[src/rtl/sipo_stream_collector.sv]
// sipo_stream_collector
//
// Collects a multi-beat serial stream (header plus one data word per beat) into
// one wide parallel message for a single-beat consumer. The final word of each
// message is not registered: it passes straight from data_i to its slot in
// data_o, so v_o rises in the same cycle as the final input beat. A stalled
// final beat therefore relies on the producer holding its inputs stable.
//
// Parameters:
//   width_p        width of one serial data word
//   max_els_p      maximum words per message (>= 2)
//   header_width_p header width
//
// Ports:
//   clk_i, reset_i        clock, asynchronous active-high reset
//   header_i              stream header, meaningful on the first beat
//   data_i, v_i, last_i   serial word, beat valid, final-beat marker
//   len_i                 words minus one, sampled on the first beat
//   ready_and_o           beat accepted when v_i & ready_and_o
//   header_o              header of the message being assembled
//   data_o, v_o           assembled message (word 0 in LSBs) and its valid
//   ready_and_i           consumer ready
//   first_o               next accepted beat is word 0
//   streaming_o           streaming-state flag
//
// Optional build macro: SIPO_STREAM_CHECKS_EN enables simulation-only protocol
// checks. Datapath behaviour is the same with or without it.

module sipo_stream_collector #(
  parameter int unsigned width_p        = 64,
  parameter int unsigned max_els_p      = 4,
  parameter int unsigned header_width_p = 32
) (
  input  logic                            clk_i,
  input  logic                            reset_i,
  input  logic [header_width_p-1:0]       header_i,
  input  logic [width_p-1:0]              data_i,
  input  logic                            v_i,
  input  logic                            last_i,
  input  logic [$clog2(max_els_p)-1:0]    len_i,
  output logic                            ready_and_o,
  output logic [header_width_p-1:0]       header_o,
  output logic [max_els_p*width_p-1:0]    data_o,
  output logic                            v_o,
  input  logic                            ready_and_i,
  output logic                            first_o,
  output logic                            streaming_o
);

  localparam int unsigned lg_els_lp = $clog2(max_els_p);

  logic [lg_els_lp-1:0]      r_count;
  logic [lg_els_lp-1:0]      r_len;
  logic                      r_streaming;
  logic [header_width_p-1:0] r_header;
  logic [width_p-1:0]        r_data [max_els_p];

  logic [lg_els_lp-1:0]      w_eff_len;
  logic                      w_final;
  logic                      w_accept;
  logic                      w_clear;

  // Framing: the message length comes from len_i on word 0 and from the
  // latched copy afterwards, so a changing len_i mid-message is ignored.
  always_comb begin
    w_eff_len   = (r_count == '0) ? len_i : r_len;
    w_final     = (r_count == w_eff_len);
    ready_and_o = w_final ? ready_and_i : 1'b1;
    v_o         = w_final & v_i;
    w_accept    = v_i & ready_and_o;
    w_clear     = last_i & v_o & ready_and_i;
  end

  // Output assembly: captured words below count, live data_i at count,
  // zeros above it.
  always_comb begin
    data_o = '0;
    for (int unsigned k = 0; k < max_els_p; k++) begin
      if (k == 32'(r_count))
        data_o[k*width_p +: width_p] = data_i;
      else if (k < 32'(r_count))
        data_o[k*width_p +: width_p] = r_data[k];
    end
  end

  always_comb begin
    header_o    = r_streaming ? r_header : header_i;
    first_o     = (r_count == '0);
    streaming_o = r_streaming;
  end

  always_ff @(posedge clk_i or posedge reset_i) begin
    if (reset_i) begin
      r_count     <= '0;
      r_len       <= '0;
      r_streaming <= 1'b0;
      r_header    <= '0;
      for (int unsigned i = 0; i < max_els_p; i++)
        r_data[i] <= '0;
    end else begin
      // Header tracks the input until a stream starts, then freezes.
      if (!r_streaming)
        r_header <= header_i;

      // Clear has priority over set.
      if (w_clear)
        r_streaming <= 1'b0;
      else if (v_i)
        r_streaming <= 1'b1;

      if (w_accept && (r_count == '0))
        r_len <= len_i;

      if (v_i) begin
        if (!w_final) begin
          r_data[r_count] <= data_i;
          r_count         <= r_count + lg_els_lp'(1);
        end else if (ready_and_i) begin
          r_count <= '0;
        end
      end
    end
  end

`ifdef SIPO_STREAM_CHECKS_EN
  logic r_chk_stall;

  always_ff @(posedge clk_i or posedge reset_i) begin
    if (reset_i) begin
      r_chk_stall <= 1'b0;
    end else begin
      if (v_i && first_o && (32'(len_i) > max_els_p - 1))
        $error("sipo_stream_collector: len_i %0d exceeds max_els_p-1", len_i);
      if (v_i && (last_i != w_final))
        $error("sipo_stream_collector: last_i=%0b disagrees with framing", last_i);
      if (r_chk_stall && !v_i)
        $error("sipo_stream_collector: v_i dropped during final-beat stall");
      r_chk_stall <= v_o & ~ready_and_i;
    end
  end
`endif

endmodule

[config.mk]
export PLATFORM = sky130hd
export DESIGN_NAME = sipo_stream_collector
export DESIGN_NICKNAME = d
export VERILOG_FILES = /design/src/rtl/sipo_stream_collector.sv
export SDC_FILE = /design/constraint.sdc
export NUM_CORES = 1
export LEC_CHECK = 0
export CORE_MARGIN = 3
export CORE_UTILIZATION = 25
export CTS_BUF_LIST = sky130_fd_sc_hd__clkbuf_8
export DETAILED_ROUTE_END_ITERATION = 7
export GPL_TIMING_DRIVEN = 1
export PLACE_DENSITY = 0.53
export SLEW_MARGIN = 5
export SYNTH_ARGS = -nofsm -noshare
export SYNTH_HDL_FRONTEND = slang
export SYNTH_SLANG_ARGS = --single-unit
[constraint.sdc]
create_clock -name clk_i -period 24.3 [get_ports clk_i]
set_input_delay 7.29 -clock clk_i [delete_from_list [all_inputs] [get_ports clk_i]]
set_output_delay 7.29 -clock clk_i [all_outputs]
set_load 0.01 [all_outputs]
== Word level (Yosys, flattened, before mapping) ==
Index checks and enable logic that the tools add are counted.
Word-level totals
  register bits: 293
  word-level logic and storage cells: 48
Operators by class
  magnitude comparators: 5
  add/sub/neg operators: 1
  mux-type cells: 17
  bitwise logic cells: 6
  eq/ne operators: 5
  reduce and logical (&&, ||, !) cells: 6
Operator list (count)
  64-bit 2-to-1 mux: 8
  256-bit bitwise mux: 1
  64-bit demux with 2-bit select: 1
  32-bit 2-to-1 mux: 1
  2-bit 2-to-1 mux: 3
  1-bit bitwise AND: 4
  2-bit == test (first input constant): 2
  1-bit by 2-bit less-than comparator with 1-bit output (first input constant): 2
  2-bit AND reduction: 2
  3-bit >= comparator (second input constant): 1
  3-bit by 1-bit less-than comparator with 1-bit output (second input constant): 1
  1-bit 2-to-1 mux: 3
  2-bit NOT with 3-bit output: 1
  2-bit by 1-bit adder with 2-bit output (second input constant): 1
  1-bit by 2-bit == test with 1-bit output (first input constant): 1
  2-bit == test: 1
  1-bit logical AND: 2
  2-bit logical NOT: 1
  2-bit less-than comparator (first input constant): 1
  2-bit inequality test (second input constant): 1
  2-bit nonzero test: 1
  1-bit NOT: 1

== Logic depth before layout (Yosys ltp) ==
  depth in word-level cells: 7
  gate-level depth with buffers: 8

== Worst setup path before layout ==
OpenSTA, ideal clock, no wires.
  kind: input to output
  from: input len_i[0]
  to: output ready_and_o
  data arrival time: 8.052 ns
  buffers on the path: 0
  setup slack: 8.958 ns
  stages on the path: 3
  path through: mux2i_2 -> xnor2_1 -> or3_1
Between the ends
  cells in the longest elaborated chain, start to end: 3
Ends and longest elaborated chain
  from (decl): line 40  | input logic [$clog2(max_els_p)-1:0] len_i,
  2-bit 2-to-1 mux: line 66  | w_eff_len = (r_count == '0) ? len_i : r_len;
  2-bit == test: line 67  | w_final = (r_count == w_eff_len);
  1-bit 2-to-1 mux: line 68  | ready_and_o = w_final ? ready_and_i : 1'b1;
  to (decl): line 41  | output logic ready_and_o,
Every way passes these cells.

== Final worst setup path ==
  from: input len_i[0]
  to: output v_o
Between the ends
  cells in the longest elaborated chain, start to end: 3
Ends and longest elaborated chain
  2-bit 2-to-1 mux: line 66
  2-bit == test: line 67
  1-bit bitwise AND: line 69  | v_o = w_final & v_i;
  to (decl): line 44  | output logic v_o,
Every way passes these cells.

==> flow_metrics.tcl <==
set metrics [dict create \
    status "finished clean" \
    synth_top_area_cell "dfrtp_1" \
    drive_gt1_share_pct 20.3 \
    synth-simple-area-share_pct 10.1 \
    muxShareOfSynthArea_pct 29.8 \
    antenna_found_initial 0 \
    postCtsSetupBuffers 0 \
    fillers 4584 \
    core_area_mm2 0.0460 \
    place_congestion 0.766 \
    async_flop_share_pct 100 \
    cellLeakagePower_nw 6.90 \
    fin_area_mm2 0.0171 \
    wirelength_um 39800 \
    cp-end-kind "primary output" \
    clk_pin_slew_worst_paths_ns 0.05 \
    ys_seq_area_share_pct 48.6 \
    cts_buffers 45 \
    synth_top_family_by_area "multiplexers" \
    netlist_instances 1017 \
    grt_max_degree 106 \
    slew_viol_final 0 \
    ctsHoldBuffers 0 \
    io_pins 395 \
    worst_slew_pin_slew_ns 1.11 \
    synth_common_cells "229 x dfrtp_1, 204 x nand2_1, 146 x mux2_2" \
    synthDistinctLibCells 29 \
    die_y_um 223 \
    antenna_left 0 \
    crit_path_max_fanout 5 \
    grt_pass1_wl_um 60800 \
    grt_pass1_vias 9598 \
    grt_usage_pct 15.6 \
    wl_per_cell_um 19.7 \
    final_nets 1501 \
    cp-start-kind "input pin" \
    clock_skew_ns 0.0204 \
    cts_buffer_depth 3 \
    io_buffers 394 \
    vias 9136 \
    synth_most_common_cell "dfrtp_1" \
    die-area_mm2 0.0498 \
    synthTopCellsByArea "dfrtp_1 49%, mux2_2 14%, mux2_1 8.0%" \
    crit_arrival_ns 9.09 \
    num_rows 78 \
    slew_headroom_pct 26.0 \
    peakVddDrop_uv 105 \
    hold_slack_ns 0.482 \
    ys_seq_elements 229 \
    synthAdderAreaFrac_pct 0.424 \
    min_path_type "flip-flop to flip-flop" \
    cts.htree.levels 2 \
    max_freq_ghz 0.0610 \
    grt-ovfl-total 0 \
    rsz0062_at_grt "no" \
    path_class "input pin to primary output" \
    clock_tree.root_cell "clkbuf_8" \
    fin_setup_tns_ns 0 \
    synth_compound_area_share_pct 7.18 \
    die_x_um 223 \
    via_per_inst 4.51 \
    drt_iter0_markers 321 \
    synth_edf_count 0 \
    synth_top_area_share_pct 48.6 \
    crit_required_ns 17.01 \
    fin_crit_ns 16.38 \
    synthToLayoutAreaGrowth_pct 45.0 \
    clock_latency_ns 0.58 \
    firstDrtPassIters 4 \
    cts_tree "done" \
    setup_violations 0 \
    power.density_mw_per_mm2 141 \
    ctsResizeCount 0 \
    place_hpwl_um 25100 \
    utilization_pct 37.2 \
    cap_violations 0 \
    drc_errors 0 \
    netlist_area_mm2 0.0118 \
    antennaDiodeCount 0 \
    postPlaceCellArea_mm2 0.0162 \
    synth_nets 1124 \
    start_util_pct 25.7 \
    syn_avg_cell_area_um2 11.6 \
    clock-sinks 229 \
    synth_xor_area_share_pct 0.424 \
    synth_ff_type "dfrtp_1" \
    yosys_warnings 0 \
    hold_violations 0 \
    period_share_pct 67.4 \
]
sequential cells by signal, indices dropped and copies added (netlist names):
signal and cells:
r_header 32, r_data 192, streaming_o 1, r_len 2, r_count 2
final timing paths:
path | to | slack (ns) | start | depth (start not counted)
hold / removal | r_data[77] | 0.48 | r_data[77] | 1
max in group asynchronous | r_data[184] | 15.62 | reset_i | 3
hold reg to reg | r_data[77] | 0.48 | r_data[77] | 1
setup / recovery | v_o | 7.92 | len_i[0] | 5
min in group asynchronous | r_header[6] | 7.26 | reset_i | 2
setup reg to reg | r_data[251] | 20.02 | r_count[0] | 8
power by group:
part	internal (mW)	total, mW	switching (mW)
registers	0.580	0.671	0.0917
clock network	0.209	0.379	0.170
logic	0.750	1.37	0.617
total	1.54	2.42	0.879
critical path: stages:
cell,delay [ns]
clkdlybuf4s50_1,0.51
mux2i_2,0.12
xnor2_2,0.42
and3_1,0.23
clkdlybuf4s50_1,0.53
cell type report:
class / count / area, um2 / area share [%]
flip-flops and latches: 229 / 5730 / 33.5
multi-input cells: 709 / 5710 / 33.4
repair buffers: 406 / 4030 / 23.6
well taps: 600 / 751 / 4.39
clock buffers: 54 / 743 / 4.34
clock inverters: 23 / 118 / 0.688
inverters: 3 / 18.8 / 0.110
layer usage:
layer | wire length, um | up-vias | global-route usage, %
met4 | 681 | 0 | 4.16
met2 | 18100 | 287 | 24.9
met5 | 0 | - | 0
met3 | 2880 | 48 | 4.79
li1 | - | 4269 | -
met1 | 18100 | 4532 | 20.5
cells by family (layout without fill, tap and decap cells):
| logic type | count (synthesis) | in the layout |
|---|---|---|
| AND/OR/NAND/NOR | 272 | 272 |
| buffers and inverters | 79 | 486 |
| flip-flops | 229 | 229 |
| XOR/XNOR | 4 | 4 |
| adder cells (fa/ha/maj) | 4 | 4 |
| multiplexers | 292 | 292 |
| AO/OA/AOI/OAI | 137 | 137 |
cells in the final DEF (no fill, tap or decap), drive strengths merged:
cell type,instances
ha,4
o22a,1
nand2,204
o31ai,1
o21ai,100
and3,1
nand3,1
o211a,1
dfrtp,229
inv,23
o311ai,1
mux2,290
buf,12
a22o,28
clkdlybuf4s50,394
nor2,1
and2,64
bufinv,1
clkinvlp,1
mux2i,2
clkinv,1
xnor2,4
clkbuf,54
a21oi,3
a32o,1
a21o,1
or3,1
stage by stage:
| stage | total power [mW] | worst slack (ns) | cells |
|---|---|---|---|
| 2_1_floorplan | 1.42 | 8.96 | 1017 |
| 3_3_place_gp | 2.05 | 7.93 | 1947 |
| 3_5_place_dp | 2.06 | 7.92 | 1947 |
| 4_1_cts | 2.47 | 7.92 | 2024 |
| 5_1_grt | 2.58 | 7.87 | 2024 |
| 6_report | 2.42 | 7.92 | 2024 |
(Power assumes the default switching activity.)
